===== config.mk =====
export PLATFORM = sky130hd
export DESIGN_NAME = bram_burst_reader
export DESIGN_NICKNAME = d
export VERILOG_FILES = /design/src/rtl/bram_burst_reader_pkg.sv /design/src/rtl/bram_rd_fifo.sv /design/src/rtl/bram_burst_reader.sv
export SDC_FILE = /design/constraint.sdc
export NUM_CORES = 1
export LEC_CHECK = 0
export ABC_AREA = 1
export BUFFER_PORTS_ARGS = -buffer_cell sky130_fd_sc_hd__buf_2
export CAP_MARGIN = 20
export CELL_PAD_IN_SITES_DETAIL_PLACEMENT = 0
export CELL_PAD_IN_SITES_GLOBAL_PLACEMENT = 1
export CORE_ASPECT_RATIO = 1.75
export CORE_MARGIN = 3
export CORE_UTILIZATION = 35
export CTS_CLUSTER_SIZE = 25
export DETAILED_ROUTE_END_ITERATION = 8
export PLACE_DENSITY_LB_ADDON = 0.1
export SYNTH_ARGS = -nofsm -noshare
export SYNTH_HDL_FRONTEND = slang
export SYNTH_SLANG_ARGS = --single-unit

===== constraint.sdc =====
create_clock -name clk_i -period 3.8 [get_ports clk_i]
set_input_delay 0.38 -clock clk_i [delete_from_list [all_inputs] [get_ports clk_i]]
set_output_delay 0.38 -clock clk_i [all_outputs]
set_load 0.02 [all_outputs]

===== src/rtl/bram_burst_reader_pkg.sv =====
// ---------------------------------------------------------------------------
// bram_burst_reader_pkg
//   Shared definitions for the BRAM burst reader:
//     - state_t : FSM state encodings (IDLE=0, ISSUE=1, DRAIN=2, DONE=3)
//     - RD_LAT  : BRAM read latency in cycles (en -> regce -> data)
//     - tok_count() : number of set bits in the read-token shift register
// ---------------------------------------------------------------------------
package bram_burst_reader_pkg;

    typedef enum logic [1:0] {
        ST_IDLE  = 2'd0,
        ST_ISSUE = 2'd1,
        ST_DRAIN = 2'd2,
        ST_DONE  = 2'd3
    } state_t;

    localparam int RD_LAT = 2;

    function automatic logic [3:0] tok_count(input logic [RD_LAT-1:0] v);
        logic [3:0] n;
        n = '0;
        for (int i = 0; i < RD_LAT; i++) begin
            n = n + {3'b000, v[i]};
        end
        return n;
    endfunction

endpackage


===== src/rtl/bram_rd_fifo.sv =====
// ---------------------------------------------------------------------------
// bram_rd_fifo
//   Synchronous FIFO used as the skid buffer behind the BRAM read pipe.
//   Head word is presented combinationally (first-word fall-through).
//   Simultaneous push and pop on a full FIFO is legal; count is unchanged.
// Ports
//   clk_i        in   clock
//   rstn_i       in   synchronous active-low reset
//   push_i       in   write push_data_i
//   push_data_i  in   WIDTH  word to store
//   pop_i        in   drop the head word
//   head_o       out  WIDTH  oldest stored word
//   count_o      out  occupancy
//   full_o       out  count == DEPTH
//   empty_o      out  count == 0
// ---------------------------------------------------------------------------
module bram_rd_fifo #(
    parameter int WIDTH = 33,
    parameter int DEPTH = 4,
    localparam int AW   = $clog2(DEPTH)
) (
    input  logic             clk_i,
    input  logic             rstn_i,
    input  logic             push_i,
    input  logic [WIDTH-1:0] push_data_i,
    input  logic             pop_i,
    output logic [WIDTH-1:0] head_o,
    output logic [AW:0]      count_o,
    output logic             full_o,
    output logic             empty_o
);

    logic [WIDTH-1:0] r_mem [DEPTH];
    logic [AW-1:0]    r_wr_ptr;
    logic [AW-1:0]    r_rd_ptr;
    logic [AW:0]      r_count;
    logic             w_do_push;
    logic             w_do_pop;

    assign full_o    = (r_count == (AW+1)'(DEPTH));
    assign empty_o   = (r_count == '0);
    assign count_o   = r_count;
    assign head_o    = r_mem[r_rd_ptr];
    assign w_do_pop  = pop_i && !empty_o;
    assign w_do_push = push_i && (!full_o || w_do_pop);

    always_ff @(posedge clk_i) begin
        if (w_do_push) begin
            r_mem[r_wr_ptr] <= push_data_i;
        end
    end

    always_ff @(posedge clk_i) begin
        if (!rstn_i) begin
            r_wr_ptr <= '0;
            r_rd_ptr <= '0;
            r_count  <= '0;
        end else begin
            if (w_do_push) r_wr_ptr <= r_wr_ptr + 1'b1;
            if (w_do_pop)  r_rd_ptr <= r_rd_ptr + 1'b1;
            case ({w_do_push, w_do_pop})
                2'b10:   r_count <= r_count + 1'b1;
                2'b01:   r_count <= r_count - 1'b1;
                default: r_count <= r_count;
            endcase
        end
    end

endmodule


===== src/rtl/bram_burst_reader.sv =====
// ---------------------------------------------------------------------------
// bram_burst_reader
//   Read-side initiator for one port of a 2-cycle-latency BRAM. Takes a
//   (base, len) burst command, issues reads under a credit limit and streams
//   the words out through a skid FIFO as valid/ready with a last marker.
//   Optional feature macro: BRAM_RD_PERF_EN adds perf_stall_o, a saturating
//   count of stalled-output cycles during a burst.
// Ports
//   clk_i, rstn_i          clock, synchronous active-low reset
//   start_i                burst strobe (ignored while busy_o)
//   base_addr_i, len_i     first address, word count (0..2**ADDR_LINES)
//   busy_o, done_o         burst in progress, 1-cycle completion pulse
//   bram_addr_o/en_o/regce_o  registered BRAM port controls
//   bram_dout_i            BRAM read data
//   m_data_o/valid_o/ready_i/last_o  output stream
//   perf_stall_o           (BRAM_RD_PERF_EN only) stall cycle counter
//
//   state  | meaning
//   IDLE   | waiting for start_i
//   ISSUE  | issuing reads while credit allows
//   DRAIN  | all reads issued, waiting for the last beat to be accepted
//   DONE   | raise done_o, drop busy_o, return to IDLE
// ---------------------------------------------------------------------------
module bram_burst_reader
    import bram_burst_reader_pkg::*;
#(
    parameter int RAM_WIDTH  = 32,
    parameter int ADDR_LINES = 4,
    parameter int LEN_BITS   = 5,
    parameter int FIFO_DEPTH = 4
) (
    input  logic                  clk_i,
    input  logic                  rstn_i,
    input  logic                  start_i,
    input  logic [ADDR_LINES-1:0] base_addr_i,
    input  logic [LEN_BITS-1:0]   len_i,
    output logic                  busy_o,
    output logic                  done_o,
    output logic [ADDR_LINES-1:0] bram_addr_o,
    output logic                  bram_en_o,
    output logic                  bram_regce_o,
    input  logic [RAM_WIDTH-1:0]  bram_dout_i,
    output logic [RAM_WIDTH-1:0]  m_data_o,
    output logic                  m_valid_o,
    input  logic                  m_ready_i,
`ifdef BRAM_RD_PERF_EN
    output logic [15:0]           perf_stall_o,
`endif
    output logic                  m_last_o
);

    localparam int CW    = $clog2(FIFO_DEPTH) + 1;
    localparam int OCC_W = CW + 1;

    state_t                r_state;
    logic [ADDR_LINES-1:0] r_ptr;
    logic [LEN_BITS-1:0]   r_remaining;
    logic                  r_en;
    logic                  r_en_last;
    logic [RD_LAT-1:0]     r_tok;
    logic [RD_LAT-1:0]     r_tok_last;

    logic [RAM_WIDTH:0]    w_head;
    logic [CW-1:0]         w_count;
    logic                  w_full;
    logic                  w_empty;
    logic                  w_pop;
    logic                  w_head_last;
    logic [OCC_W-1:0]      w_occ;
    logic                  w_credit;
    logic                  w_issue;

    bram_rd_fifo #(
        .WIDTH (RAM_WIDTH + 1),
        .DEPTH (FIFO_DEPTH)
    ) u_fifo (
        .clk_i       (clk_i),
        .rstn_i      (rstn_i),
        .push_i      (r_tok[RD_LAT-1]),
        .push_data_i ({r_tok_last[RD_LAT-1], bram_dout_i}),
        .pop_i       (w_pop),
        .head_o      (w_head),
        .count_o     (w_count),
        .full_o      (w_full),
        .empty_o     (w_empty)
    );

    assign w_pop       = !w_empty && m_ready_i;
    assign w_head_last = w_head[RAM_WIDTH];
    assign m_valid_o   = !w_empty;
    // Gate the head so outputs are 0 while nothing is held (e.g. after reset).
    assign m_data_o    = w_empty ? '0 : w_head[RAM_WIDTH-1:0];
    assign m_last_o    = !w_empty && w_head_last;
    assign bram_en_o    = r_en;
    assign bram_regce_o = r_tok[0];

    // Every issued read still in the pipe owns a FIFO slot; a pop this cycle
    // frees one, which keeps back-to-back issue going at full throughput.
    always_comb begin
        w_occ    = OCC_W'(w_count) + OCC_W'(r_en) + OCC_W'(tok_count(r_tok))
                   - OCC_W'(w_pop);
        w_credit = (w_occ < OCC_W'(FIFO_DEPTH)) && !(w_full && !w_pop);
        w_issue  = (r_state == ST_ISSUE) && w_credit;
    end

    always_ff @(posedge clk_i) begin
        if (!rstn_i) begin
            r_state     <= ST_IDLE;
            r_ptr       <= '0;
            r_remaining <= '0;
            r_en        <= 1'b0;
            r_en_last   <= 1'b0;
            r_tok       <= '0;
            r_tok_last  <= '0;
            bram_addr_o <= '0;
            busy_o      <= 1'b0;
            done_o      <= 1'b0;
        end else begin
            r_en       <= w_issue;
            r_en_last  <= w_issue && (r_remaining == LEN_BITS'(1));
            r_tok      <= {r_tok[RD_LAT-2:0], r_en};
            r_tok_last <= {r_tok_last[RD_LAT-2:0], r_en_last};

            case (r_state)
                ST_IDLE: begin
                    done_o <= 1'b0;
                    if (start_i) begin
                        r_ptr       <= base_addr_i;
                        r_remaining <= len_i;
                        busy_o      <= 1'b1;
                        r_state     <= (len_i == '0) ? ST_DONE : ST_ISSUE;
                    end
                end
                ST_ISSUE: begin
                    if (w_issue) begin
                        bram_addr_o <= r_ptr;
                        r_ptr       <= r_ptr + 1'b1;
                        r_remaining <= r_remaining - 1'b1;
                        if (r_remaining == LEN_BITS'(1)) r_state <= ST_DRAIN;
                    end
                end
                ST_DRAIN: begin
                    // The last-flagged beat is the final word; once it leaves,
                    // nothing else is in flight or buffered.
                    if (w_pop && w_head_last) begin
                        done_o  <= 1'b1;
                        busy_o  <= 1'b0;
                        r_state <= ST_DONE;
                    end
                end
                ST_DONE: begin
                    // Entered with done_o already set from DRAIN; a zero-length
                    // burst arrives with it clear and raises it here first.
                    if (done_o) begin
                        done_o  <= 1'b0;
                        r_state <= ST_IDLE;
                    end else begin
                        done_o <= 1'b1;
                        busy_o <= 1'b0;
                    end
                end
                default: r_state <= ST_IDLE;
            endcase
        end
    end

`ifdef BRAM_RD_PERF_EN
    logic [15:0] r_perf;
    assign perf_stall_o = r_perf;

    always_ff @(posedge clk_i) begin
        if (!rstn_i) begin
            r_perf <= '0;
        end else if (r_state == ST_IDLE && start_i) begin
            r_perf <= '0;
        end else if (busy_o && m_valid_o && !m_ready_i && r_perf != 16'hFFFF) begin
            r_perf <= r_perf + 16'd1;
        end
    end
`endif

endmodule


==> flow_summary.yaml <==
timing:
  finalCritPeriodShare_pct: 77.32
  rsz0062_at_grt: "false"
  tightest_slew_ns: 0.7899
  final_hold_viol_count: 0
  finalSetupViolations: 0
  skew_ns: 0.01200
  final-max-slew-violation-count: 0
  post-route-min-period_ns: 2.938
  max_freq_mhz: 340.3
  relSlewSlack_pct: 47.27
  setup_tns_ns: 0
grt:
  grt-ovfl-total: 0
  grt_pass1_wl_um: 26130
  grt_max_degree: 67
  grt_pass1_vias: 4980
  grtUsageTotal_pct: 15.84
  antenna_found_initial: 3
floorplanning:
  die_h_um: 192.1
  rows: 67
  die-area_um2: 21580
  start_util_pct: 35.92
  chipWidth_um: 112.3
  core_area_um2: 19280
  ios: 87
hold_path:
  hold_path_class: "in2reg"
pwr:
  sw_frac_of_total_pct: 28.77
  seq_power_share_pct: 44.2
  finalPower_w: 0.004808
  p_per_area_nw_per_um2: 583.0
  p_leak_nw: 3.263
  switchingPower_w: 0.001383
  p_int_w: 0.003425
  p_clk_share_pct: 36.4
  irDropWorstVdd_mv: 0.3052
  power_frac_comb_pct: 19.3
cells_and_area:
  antenna_cells: 0
  area_growth_pct: 19.06
  fin_nets: 797
  drive_gt1_share_pct: 19.87
  fin_cells: 986
logic_synthesis:
  synth_seq_area_share_pct: 66.47
  yosys_warnings: 0
  synth_nets: 711
  post_synth_num_cell_types: 26
  ys.flop_type: "edfxtp_1"
  ys_seq_elements: 164
  synth_edf_count: 132
  syn_area_um2: 6927
  async_flop_share_pct: 0
  synth_cells: 646
  avgSynthCellArea_um2: 10.72
drt:
  wl_per_cell_um: 16.58
  viasPerCell: 4.866
  drt-total-wl_um: 16350
  drcViolationCount: 0
  vias: 4798
  drt_iter0_drc: 169
  postRouteAntennaNets: 0
  drtPass1Iterations: 4
clock_network:
  ctsResizeCount: 0
  max-clock-path-buffers: 2
  cts_tree: "yes"
  postCtsSetupBuffers: 0
  cts_buffers: 17
  cts-htree-levels: 4
  clock-root-buffer: "clkbuf_16"
  holdBufCountCts: 0
  cts.sinks: 164
  insertion_delay_ns: 0.42
  clk_pin_slew_ns: 0.07
worst_setup_path:
  critPathMaxFanout: 11
  required_ns: 4.16
  worstSetupStartpointType: "flop"
  cp.arrival_ns: 3.30
  critical_path_class: "reg2reg"
  end_kind: "flop"
status:
  status: "completed"
place:
  dp_cells: 953
  routabilityCongestion: 0.7740
  portBuffers: 86
  dp_hpwl_um: 10140
flow_run:
  drv_cap: 0
[Yosys cell counts (all sizes together) (2+ instances only)]
library cell	count	area, um2
a21oi	57	296.5
buf	16	107.6
clkbuf	13	48.80
dfxtp	32	640.6
edfxtp	132	3964
fa	2	40.04
ha	18	225.2
inv	50	187.7
nand2	61	234.0
nand3	22	130.1
nand4	2	12.51
nor2	156	590.6
o21ai	80	411.7
xnor2	2	17.52
[cells in the final DEF (no fill, tap or decap)]
cell / count
a21oi_1: 56
a21oi_4: 1
a31oi_1: 1
buf_12: 1
buf_2: 86
buf_4: 9
bufinv_16: 1
clkbuf_16: 20
clkbuf_4: 2
clkbuf_8: 2
clkinv_2: 2
clkinv_4: 2
dfxtp_1: 30
dfxtp_2: 2
edfxtp_1: 132
fa_1: 2
ha_1: 18
inv_1: 46
inv_2: 4
inv_4: 1
inv_6: 2
nand2_1: 59
nand2_2: 2
nand3_1: 18
nand3_2: 4
nand4_1: 2
nor2_1: 150
nor2_2: 2
nor2_4: 4
nor4_1: 1
o21ai_0: 79
o21ai_4: 1
o31ai_1: 1
xnor2_1: 2
[power groups by stage]
stage          clock (W)  sequential [W]  combinational (W)
6_report         0.00175         0.00213           0.000929
5_1_grt          0.00188         0.00214            0.00107
4_1_cts          0.00181         0.00213           0.000944
3_5_place_dp           0         0.00216           0.000940
3_3_place_gp           0         0.00216           0.000922
2_1_floorplan          0         0.00217           0.000647
[worst max-delay path, cell delays in order (launching register included)]
cell and delay [ns]:
dfxtp_1 0.34, nor2_1 0.14, nand2_1 0.09, nand2_1 0.16, inv_1 0.06, ha_1 0.27, inv_1 0.04, fa_1 0.36
ha_1 0.28, nand3_1 0.06, nand2_1 0.09, inv_1 0.04, nand2_1 0.06, nand3_2 0.08, nand2_1 0.33, nand2_2 0.24
nand2_1 0.11, nand2_1 0.05, nor2_1 0.10
[cell type report]
type                            instances  area (um2)
Clock inverter                          8       81.33
Inverter                               50       187.7
Timing Repair Buffer                   96       518.0
Clock buffer                           24       543.0
Multi-Input combinational cell        403        2008
Fill cell                            1862       11030
Sequential cell                       164        4607
Tap cell                              241       301.5
[state kept, by name, indices dropped and copies added, names as in the netlist, named ones only]
signal	count
bram_addr_o	4
bram_en_o	1
busy_o	1
done_o	1
r_en_last	1
r_ptr	4
r_remaining	5
r_state	2
r_tok	2
r_tok_last	2
u_fifo.count_o	3
u_fifo.r_mem	132
u_fifo.r_rd_ptr	2
u_fifo.r_wr_ptr	2
[kinds of logic after synthesis]
| family | after synthesis | share of synthesized area, % |
|---|---|---|
| and+or+nand+nor | 242 | 14.05 |
| DFF | 164 | 66.47 |
| AOI/OAI and AO/OA | 139 | 10.42 |
| buffers and inverters | 79 | 4.967 |
| adders and majority gates | 20 | 3.830 |
| xor gates and xnor gates | 2 | 0.2529 |
[through the flow]
step	setup WS [ns]	util, %	hold WS (ns)	area [um2]
after CTS	0.8381	42.67	0.1483	8227
final	0.8617	42.77	0.1696	8247
after global routing	0.4903	42.77	0.1495	8247
after floorplan	1.206	-	0.3905	6927
after global placement	0.8918	39.43	0.3944	7602
after detailed placement	0.8558	39.43	0.4014	7602
[path summary, 6_finish.rpt]
| path | from | endpoint | slack (ns) | cells past startpoint |
|---|---|---|---|---|
| max | u_fifo.count_o[0] | r_remaining[3] | 0.86 | 18 |
| min | bram_dout_i[31] | u_fifo.r_mem[3][31] | 0.17 | 1 |
| max reg2reg | u_fifo.count_o[0] | r_remaining[3] | 0.86 | 18 |
| min reg2reg | r_en_last | r_tok_last[0] | 0.42 | 2 |
[metal layers]
| metal | wire length, um | track usage (%) |
|---|---|---|
| met4 | 232 | 5.599 |
| met2 | 9031 | 29.88 |
| met5 | 16 | 0 |
| met1 | 6318 | 16.58 |
| met3 | 747 | 4.508 |
Note: power is estimated with default switching activity, not from simulation.
